File: config.mk
export PLATFORM = sky130hd
export DESIGN_NAME = ip_amba_ahb5_arbiter
export DESIGN_NICKNAME = d
export VERILOG_FILES = /design/src/rtl/ip_amba_ahb5_pkg.sv /design/src/rtl/ip_amba_ahb5_rr_picker.sv /design/src/rtl/ip_amba_ahb5_arbiter.sv
export SDC_FILE = /design/constraint.sdc
export NUM_CORES = 1
export LEC_CHECK = 0
export BUFFER_PORTS_ARGS = -buffer_cell sky130_fd_sc_hd__buf_2
export CAP_MARGIN = 20
export CORE_MARGIN = 2
export CORE_UTILIZATION = 55
export CTS_CLUSTER_SIZE = 12
export DETAILED_ROUTE_END_ITERATION = 10
export GPL_ROUTABILITY_DRIVEN = 0
export PLACE_DENSITY = 0.79
export RECOVER_POWER = 25
export SLEW_MARGIN = 20
export SYNTH_ARGS = -nofsm -noshare
export SYNTH_HDL_FRONTEND = slang
export SYNTH_HIERARCHICAL = 1
export SYNTH_SLANG_ARGS = --single-unit
File: constraint.sdc
create_clock -name HCLK -period 3.1 [get_ports HCLK]
set_clock_uncertainty 0.2 [all_clocks]
set_input_delay 0.62 -clock HCLK [delete_from_list [all_inputs] [get_ports HCLK]]
set_output_delay 0.62 -clock HCLK [all_outputs]
set_load 0.01 [all_outputs]
File: src/rtl/ip_amba_ahb5_pkg.sv
// Shared AHB5 encodings for the arbiter slice: transfer types, burst types
// and the helper that turns a burst type into a beat count.
package ip_amba_ahb5_pkg;

  typedef enum logic [1:0] {
    HTRANS_IDLE   = 2'd0,
    HTRANS_BUSY   = 2'd1,
    HTRANS_NONSEQ = 2'd2,
    HTRANS_SEQ    = 2'd3
  } htrans_e;

  typedef enum logic [2:0] {
    HBURST_SINGLE = 3'd0,
    HBURST_INCR   = 3'd1,
    HBURST_WRAP4  = 3'd2,
    HBURST_INCR4  = 3'd3,
    HBURST_WRAP8  = 3'd4,
    HBURST_INCR8  = 3'd5,
    HBURST_WRAP16 = 3'd6,
    HBURST_INCR16 = 3'd7
  } hburst_e;

  // Wide enough to hold the beats remaining in a 16-beat burst.
  localparam int BURST_CNT_W = 4;

  // Beats still to come after the NONSEQ beat of a burst. Undefined-length
  // INCR bursts count as single beats so they never block a handover.
  function automatic logic [BURST_CNT_W-1:0] burstBeatsMinusOne(input logic [2:0] burst);
    logic [BURST_CNT_W-1:0] beats;
    beats = '0;
    case (burst)
      HBURST_WRAP4,  HBURST_INCR4:  beats = 4'd3;
      HBURST_WRAP8,  HBURST_INCR8:  beats = 4'd7;
      HBURST_WRAP16, HBURST_INCR16: beats = 4'd15;
      default:                      beats = 4'd0;
    endcase
    return beats;
  endfunction

endpackage

File: src/rtl/ip_amba_ahb5_rr_picker.sv
// Round-robin search: returns the first set request strictly after the
// pointer, wrapping around so the pointer's own master is considered last.
module ip_amba_ahb5_rr_picker #(
  parameter int N  = 4,
  parameter int PW = $clog2(N)
) (
  input  logic [N-1:0]  req_i,
  input  logic [PW-1:0] ptr_i,
  output logic [N-1:0]  winner_o,
  output logic          valid_o
);

  logic [PW-1:0] candIdx;

  // Walk the candidates in priority order and latch the first requester.
  always_comb begin
    winner_o = '0;
    valid_o  = 1'b0;
    candIdx  = '0;
    for (int off = 1; off <= N; off++) begin
      candIdx = PW'((int'(ptr_i) + off) % N);
      if (!valid_o && req_i[candIdx]) begin
        winner_o[candIdx] = 1'b1;
        valid_o           = 1'b1;
      end
    end
  end

endmodule

File: src/rtl/ip_amba_ahb5_arbiter.sv
// AHB5 bus arbiter: registered one-hot grant with round-robin fairness,
// burst and locked-sequence protection, and default-master parking.
// The grant runs one HREADY-qualified cycle ahead of HMASTER.
module ip_amba_ahb5_arbiter
  import ip_amba_ahb5_pkg::*;
#(
  parameter int NUM_MASTERS    = 4,
  parameter int DEFAULT_MASTER = 0
) (
  input  logic                           HCLK,
  input  logic                           HRESET,
  input  logic [NUM_MASTERS-1:0]         HBUSREQ,
  input  logic [NUM_MASTERS-1:0]         HLOCK,
  input  logic [1:0]                     HTRANS,
  input  logic [2:0]                     HBURST,
  input  logic                           HREADY,
  output logic [NUM_MASTERS-1:0]         HGRANT,
  output logic [$clog2(NUM_MASTERS)-1:0] HMASTER,
  output logic                           HMASTLOCK
);

  localparam int MW = $clog2(NUM_MASTERS);
  localparam logic [NUM_MASTERS-1:0] DEF_ONEHOT = NUM_MASTERS'(1) << DEFAULT_MASTER;
  localparam logic [MW-1:0]          DEF_IDX    = MW'(DEFAULT_MASTER);

  logic [NUM_MASTERS-1:0] grant_q, grant_d;
  logic [MW-1:0]          ptr_q, ptr_d;
  logic [BURST_CNT_W-1:0] cnt_q, cnt_d;
  logic [MW-1:0]          master_q;
  logic                   mastLock_q;

  logic [NUM_MASTERS-1:0] pickWinner;
  logic                   pickValid;
  logic [MW-1:0]          pickIdx;
  logic [MW-1:0]          ownerIdx;
  logic                   lockHeld;
  logic                   handoverOk;

  ip_amba_ahb5_rr_picker #(
    .N  (NUM_MASTERS),
    .PW (MW)
  ) uPicker (
    .req_i    (HBUSREQ),
    .ptr_i    (ptr_q),
    .winner_o (pickWinner),
    .valid_o  (pickValid)
  );

  // Encode the current one-hot grant and the picker's winner as indices.
  always_comb begin
    ownerIdx = '0;
    pickIdx  = '0;
    for (int i = 0; i < NUM_MASTERS; i++) begin
      if (grant_q[i]) begin
        ownerIdx = MW'(i);
      end
      if (pickWinner[i]) begin
        pickIdx = MW'(i);
      end
    end
  end

  // Track beats left in the owner's burst; IDLE ends a burst early, BUSY pauses it.
  always_comb begin
    cnt_d = cnt_q;
    if (HREADY) begin
      case (HTRANS)
        HTRANS_NONSEQ: cnt_d = burstBeatsMinusOne(HBURST);
        HTRANS_SEQ:    if (cnt_q != '0) cnt_d = cnt_q - 4'd1;
        HTRANS_IDLE:   cnt_d = '0;
        default:       cnt_d = cnt_q;
      endcase
    end
  end

  // Handover is allowed once the burst is on its last beat and no lock is held;
  // using the updated count lets the grant move while the final beat is issued.
  always_comb begin
    lockHeld   = HLOCK[ownerIdx] & HBUSREQ[ownerIdx];
    handoverOk = HREADY && !lockHeld && (cnt_d <= 4'd1);
  end

  // Choose the next grant; parking on the default master leaves the pointer alone.
  always_comb begin
    grant_d = grant_q;
    ptr_d   = ptr_q;
    if (handoverOk) begin
      if (pickValid) begin
        grant_d = pickWinner;
        ptr_d   = pickIdx;
      end else begin
        grant_d = DEF_ONEHOT;
      end
    end
  end

  // Register all arbitration state; reset abandons any burst or lock in flight.
  always_ff @(posedge HCLK) begin
    if (HRESET) begin
      grant_q    <= DEF_ONEHOT;
      ptr_q      <= DEF_IDX;
      cnt_q      <= '0;
      master_q   <= DEF_IDX;
      mastLock_q <= 1'b0;
    end else begin
      grant_q <= grant_d;
      ptr_q   <= ptr_d;
      cnt_q   <= cnt_d;
      if (HREADY) begin
        master_q   <= ownerIdx;
        mastLock_q <= HLOCK[ownerIdx];
      end
    end
  end

  assign HGRANT    = grant_q;
  assign HMASTER   = master_q;
  assign HMASTLOCK = mastLock_q;

endmodule

==> results of run 1 <==
## report_power, final
part / switching, mW / internal [mW] / leakage (nW)
clock: 0.0578 / 0.0500 / 0.0150
sequential: 0.0294 / 0.200 / 0.106
combinational: 0.321 / 0.263 / 0.462
total: 0.409 / 0.513 / 0.584
## Yosys cell counts, drive strengths merged
master,n,area [µm²]
clkbuf,1,3.75
nand4b,1,8.76
nor4b,1,8.76
a21oi,9,45.0
nand3b,1,7.51
nor2,14,52.6
mux2i,14,140
a31oi,2,12.5
nor3,2,10.0
ha,9,113
o211ai,1,7.51
mux4,1,26.3
o21ai,6,30.0
and3,1,6.26
buf,3,27.5
nand2b,10,62.6
a2111o,1,11.3
mux2,2,22.5
o2111ai,1,8.76
nand4,3,25.0
and4bb,1,12.5
dfxtp,13,260
nand2,13,48.8
and2,1,6.26
a311oi,1,8.76
nand3,3,20.0
a221o,4,40.0
a32oi,2,25.0
a221oi,1,15.0
nor2b,3,18.8
a32o,1,11.3
a311o,2,20.0
or3b,1,8.76
a211oi,4,30.0
o211a,1,10.0
nor3b,1,12.5
inv,11,41.3
## cell families after synthesis
group,after synthesis,synth area share
simple gates,56,0.254
mux,17,0.155
fa+ha+maj,9,0.0924
buf+inv,15,0.0595
compound gates,36,0.226
flops,13,0.214
## layer usage
layer | up-vias | share of wire
met3 | 8 | 0.032
met5 | - | 0
met2 | 34 | 0.52
met4 | 0 | 0.021
li1 | 589 | -
met1 | 557 | 0.43
## cell type report
| class | count | share of cell area |
|---|---|---|
| multi-input combinational | 118 | 0.645 |
| clock buffer | 4 | 0.0191 |
| timing repair buffer | 24 | 0.0902 |
| inverter | 11 | 0.0301 |
| sequential | 13 | 0.190 |
| tap | 28 | 0.0255 |
## state kept, by name, summed over array words and instances, names as in the netlist
| signal | flops |
|---|---|
| HGRANT | 4 |
| cnt_q | 4 |
| HMASTER | 2 |
| ptr_q | 2 |
| HMASTLOCK | 1 |
## worst max path at each step
stage | slack, ns | start | end | depth (start not counted)
4_1_cts | 0.33 | ptr_q[1] | ptr_q[0] | 10
5_1_grt | 0.16 | ptr_q[1] | ptr_q[0] | 10
6_report | 0.30 | ptr_q[1] | ptr_q[0] | 10
2_1_floorplan | 0.39 | ptr_q[0] | ptr_q[0] | 9
3_3_place_gp | 0.39 | HBUSREQ[3] | ptr_q[0] | 9
3_5_place_dp | 0.34 | HBUSREQ[3] | ptr_q[0] | 9
## stage by stage
stage | worst slack (ns) | utilization | total power [mW] | instances
finish | 0.302 | 0.639 | 0.921 | 198
global route | 0.155 | 0.639 | 0.988 | 198
global placement | 0.388 | 0.628 | 0.777 | 194
detailed placement | 0.340 | 0.628 | 0.809 | 194
CTS | 0.332 | 0.641 | 0.921 | 198
floorplan | 0.387 | - | 0.670 | 146
## tightest hold or removal path, stage by stage, from the launching register on
cell and delay [ns]:
dfxtp_1 0.32, nor2_1 0.08, a211oi_1 0.05
==> run summary, run 1 <==
total negative setup slack: 0 ns
clock slew at reported path FFs: 0.08 ns
Via Count: 1188
Period minus WS final: 2.80 ns
I/O pin total: 23
cells after synthesis: 146
Setup crit end kind: flip-flop
placed cell areas: 1350 µm²
met1 Use GR: 0.253
min-delay src: HMASTER[1]
met2 usage: 0.424
R2R cell count: 10
Synth Cell Area: 1220 µm²
worst r2r dst: ptr_q[0]
vias in the first global route: 1117
Max transition margin: 0.569
Resize count post-CTS: 0
Tcrit/Tclk final: 0.903
startpoint types: flip-flop
crit-path cells: inv_1 -> ha_1 -> mux2i_1 -> o2111ai_1 -> o21ai_0 -> a221o_1 -> inv_1 -> a21oi_1 -> nor2_1 -> a311o_1
crit path kind: reg2reg
max incr delay on CP: 0.41 ns
Initial Util: 0.567
Hold Path Depth: 2
DRC: 0
CP Max Fanout: 5
Worst Hold Path EP: HMASTER[1]
nets@finish: 196
Synth Net Count: 171
Final setup viols: 0
Core Region: 2150 µm²
# hold bufs at CTS: 0
GR met3 Demand/Resource: 0.0263
P_leak: 0.584 nW
Power Density: 671 nW/µm²
status: finished clean
most frequent cells in the layout: buf_2 (18), nor2_1 (14), mux2i_1 (14), dfxtp_1 (13), nand2_1 (13)
worst path arrival time: 2.76 ns
worst slew pin tran: 0.646 ns
Fin Hold WS: 0.297 ns
Avg WL per Cell: 13.9 µm
Seq. cell area: 260 µm²
# diodes: 0
Synth warnings: 6
CP delay by family, top: compound AO/OA/AOI/OAI gates
first-pass GRT wire length: 4.58 mm
port buffer count: 21
vias per cell: 6.00
Worst R2R Setup Slack: 0.30 ns
RSZ-0062 raised after global routing: no
CP Data Required Time: 3.07 ns
Clock Tree Buf Depth: 2
Syn-to-layout area delta: 12.6%
Critical-path top delay cell: ha_1
CTS root buffer: clkbuf_4
area of the multi-input gates: 886 µm²
Max Fclk: 357 MHz
CTS H-Tree Depth: 1
maximum VDD drop: 0.512 mV
Synth Register Bits: 13
CTS buffer count: 3
die height: 51.1 µm
Syn Area/Cell: 8.35 µm²
final hold vios: 0
iteration-0 DRC count of the detailed router: 26
router iterations before antenna repair: 4
Worst Hold Class: reg2reg
layer with the highest usage: met2
final WL: 2.75 mm
gr ovfl total: 0
clk sink count: 13
Die X-Extent: 51.1 µm
Die Area: 2610 µm²
DPL Wire Length: 2.12 mm
share of layout cells above drive strength 1: 0.188
commonest non-fill, non-tap cell in the layout: buf_2
library cells used by synthesis: 41
register area share after synthesis: 0.214
total of max-cap violations: 0
Rows: 17
CTS tree: yes
setup bufs post-CTS: 0
FILL cells: 199
Skew-Pair Late Insertion Delay: 0.28 ns
reg2reg start: ptr_q[1]
global-route usage over all layers: 0.228
pin count of the biggest net entering global routing: 16
Worst Path Buf+Inv: 2
Routed Antenna Nets: 0
Most common cell on crit path: inv_1
Post-Layout Inst Area: 1370 µm²
antenna violations before repair: 0
Max Slew Vio Count: 0
(Power assumes the default switching activity.)
==> run 2: changes to the inputs <==
--- a/config.mk
+++ b/config.mk
@@ -14,6 +14,7 @@
 export GPL_ROUTABILITY_DRIVEN = 0
 export PLACE_DENSITY = 0.79
 export RECOVER_POWER = 25
+export SETUP_SLACK_MARGIN = 0.4
 export SLEW_MARGIN = 20
 export SYNTH_ARGS = -nofsm -noshare
 export SYNTH_HDL_FRONTEND = slang
==> run summary, run 2 (synthesized netlist as in run 1, its figures left out) <==
status: finished clean
Worst Hold Class: reg2reg
RSZ-0062 raised after global routing: no
min-delay src: HMASTLOCK
Placed Instances: 194 (unchanged)
commonest non-fill, non-tap cell in the layout: buf_2
Core Region: 2150 µm² (unchanged)
worst slew pin tran: 0.645 ns (-0.00124 ns)
Worst R2R Setup Slack: 0.57 ns (+0.27 ns)
share of layout cells above drive strength 1: 0.194 (+0.00588)
Power Density: 673 nW/µm² (+0.24%)
final cell utilization of the core: 0.646 (+0.00699)
CTS buffer count: 3 (unchanged)
Avg WL per Cell: 14.1 µm (+1.2%)
reg2reg start: ptr_q[1]
max incr delay on CP: 0.35 ns (-0.06 ns)
Pwr Total: 934 µW (+1.3%)
CTS tree: yes
Setup crit end kind: flip-flop
gr ovfl total: 0 (unchanged)
P_leak: 0.583 nW (-0.19%)
crit path kind: reg2reg
crit-path cells: inv_1 -> ha_4 -> mux2i_1 -> mux2_2 -> mux2i_1 -> a221o_1 -> inv_1 -> a21oi_1 -> nor2_1 -> a311o_1
Setup WS pre-CTS: 0.349 ns (+0.00989 ns)
Die X-Extent: 51.1 µm (unchanged)
Max transition margin: 0.570 (+0.000830)
Syn-to-layout area delta: 13.9%
maximum VDD drop: 0.449 mV (-12%)
CP delay by family, top: multiplexers
worst r2r dst: ptr_q[0]
Worst Path Buf+Inv: 2 (unchanged)
most frequent cells in the layout: buf_2 (17), nor2_1 (14), mux2i_1 (14), dfxtp_1 (13), nand2_1 (13)
Initial Util: 0.567 (unchanged)
router iterations before antenna repair: 5 (+1)
Hold Path Depth: 2 (unchanged)
final WL: 2.78 mm (+1.2%)
clock slew at reported path FFs: 0.08 ns (about the same)
Final setup viols: 0 (unchanged)
final worst slack: 0.570 ns (+0.268 ns)
nets@finish: 196 (unchanged)
# hold bufs at CTS: 0 (unchanged)
CP Data Required Time: 3.06 ns (about the same)
CP Max Fanout: 5 (unchanged)
Tcrit/Tclk final: 0.816 (-0.0866)
Max Slew Vio Count: 0 (unchanged)
CTS root buffer: clkbuf_4
iteration-0 DRC count of the detailed router: 28 (+7.7%)
DRC: 0 (unchanged)
# diodes: 0 (unchanged)
Resize count post-CTS: 0 (unchanged)
Worst Hold Path EP: HMASTLOCK
Die Area: 2610 µm² (unchanged)
Post-Layout Inst Area: 1390 µm² (+1.1%)
FILL cells: 199 (unchanged)
R2R cell count: 10 (unchanged)
clk sink count: 13 (unchanged)
total negative setup slack: 0 ns (unchanged)
Rows: 17 (unchanged)
setup bufs post-CTS: 0 (unchanged)
final hold vios: 0 (unchanged)
I/O pin total: 23 (unchanged)
total of max-cap violations: 0 (unchanged)
Fin Hold WS: 0.289 ns (-0.00804 ns)
Routed Antenna Nets: 0 (unchanged)
port buffer count: 21 (unchanged)
Via Count: 1183 (-0.42%)
antenna violations before repair: 0 (unchanged)
Layout Cells excl Fill: 198 (unchanged)
Period minus WS final: 2.53 ns (-0.268 ns)
Max Fclk: 395 MHz (+11%)
CTS H-Tree Depth: 1 (unchanged)
placed cell areas: 1360 µm² (+0.93%)
Critical-path top delay cell: a311o_1
DPL Wire Length: 2.08 mm (-1.5%)
first-pass GRT wire length: 4.60 mm (+0.46%)
pin count of the biggest net entering global routing: 16 (unchanged)
vias in the first global route: 1104 (-1.2%)
startpoint types: flip-flop
vias per cell: 5.97 (-0.42%)
Clock Tree Buf Depth: 2 (unchanged)
global-route usage over all layers: 0.230 (+0.00260)
Skew-Pair Late Insertion Delay: 0.27 ns (about the same)
worst path arrival time: 2.49 ns (-0.27 ns)
die height: 51.1 µm (unchanged)
==> run 2: changes by cell type in the layout (fill, tap and decap cells not counted), sizes merged <==
cell and change:
clkbuf +1, buf -1
==> run 2: how the worst max path moves through the flow <==
stage	from	to	cells past startpoint
floorplan	ptr_q[0]	ptr_q[0]	9
global placement	HBUSREQ[3]	ptr_q[0]	9
detailed placement	HBUSREQ[3]	ptr_q[0]	9
CTS	ptr_q[1]	ptr_q[0]	10
global route	ptr_q[1]	ptr_q[0]	10
finish	ptr_q[1]	ptr_q[0]	10
==> run 2: layout make-up <==
type	instances	area, µm²	share of cell area
sequential	13	260	0.188
inverter	11	41.3	0.0298
tap	28	35.0	0.0252
timing repair buffer	24	123	0.0884
multi-input combinational	118	902	0.650
clock buffer	4	26.3	0.0189
==> run 2: routing by layer <==
layer  vias up  share of wire  track usage
met4         0          0.015        0.117
met2        24           0.51        0.413
met3         4          0.029       0.0526
met5         -              0            0
li1        594              -            -
met1       561           0.45        0.250
==> run 2: worst reg2reg max path: cells and delay by family (launching register included) <==
kind            cells  cell delay (ns)
mux                 3             0.72
compound gates      3             0.64
flops               1             0.34
fa+ha+maj           1             0.32
buf+inv             2             0.15
simple gates        1             0.05
==> run 2: report_power, final <==
group	switching, mW	leakage, nW	internal [mW]
registers	0.0293	0.106	0.200
logic	0.322	0.461	0.278
clock network	0.0545	0.0150	0.0499
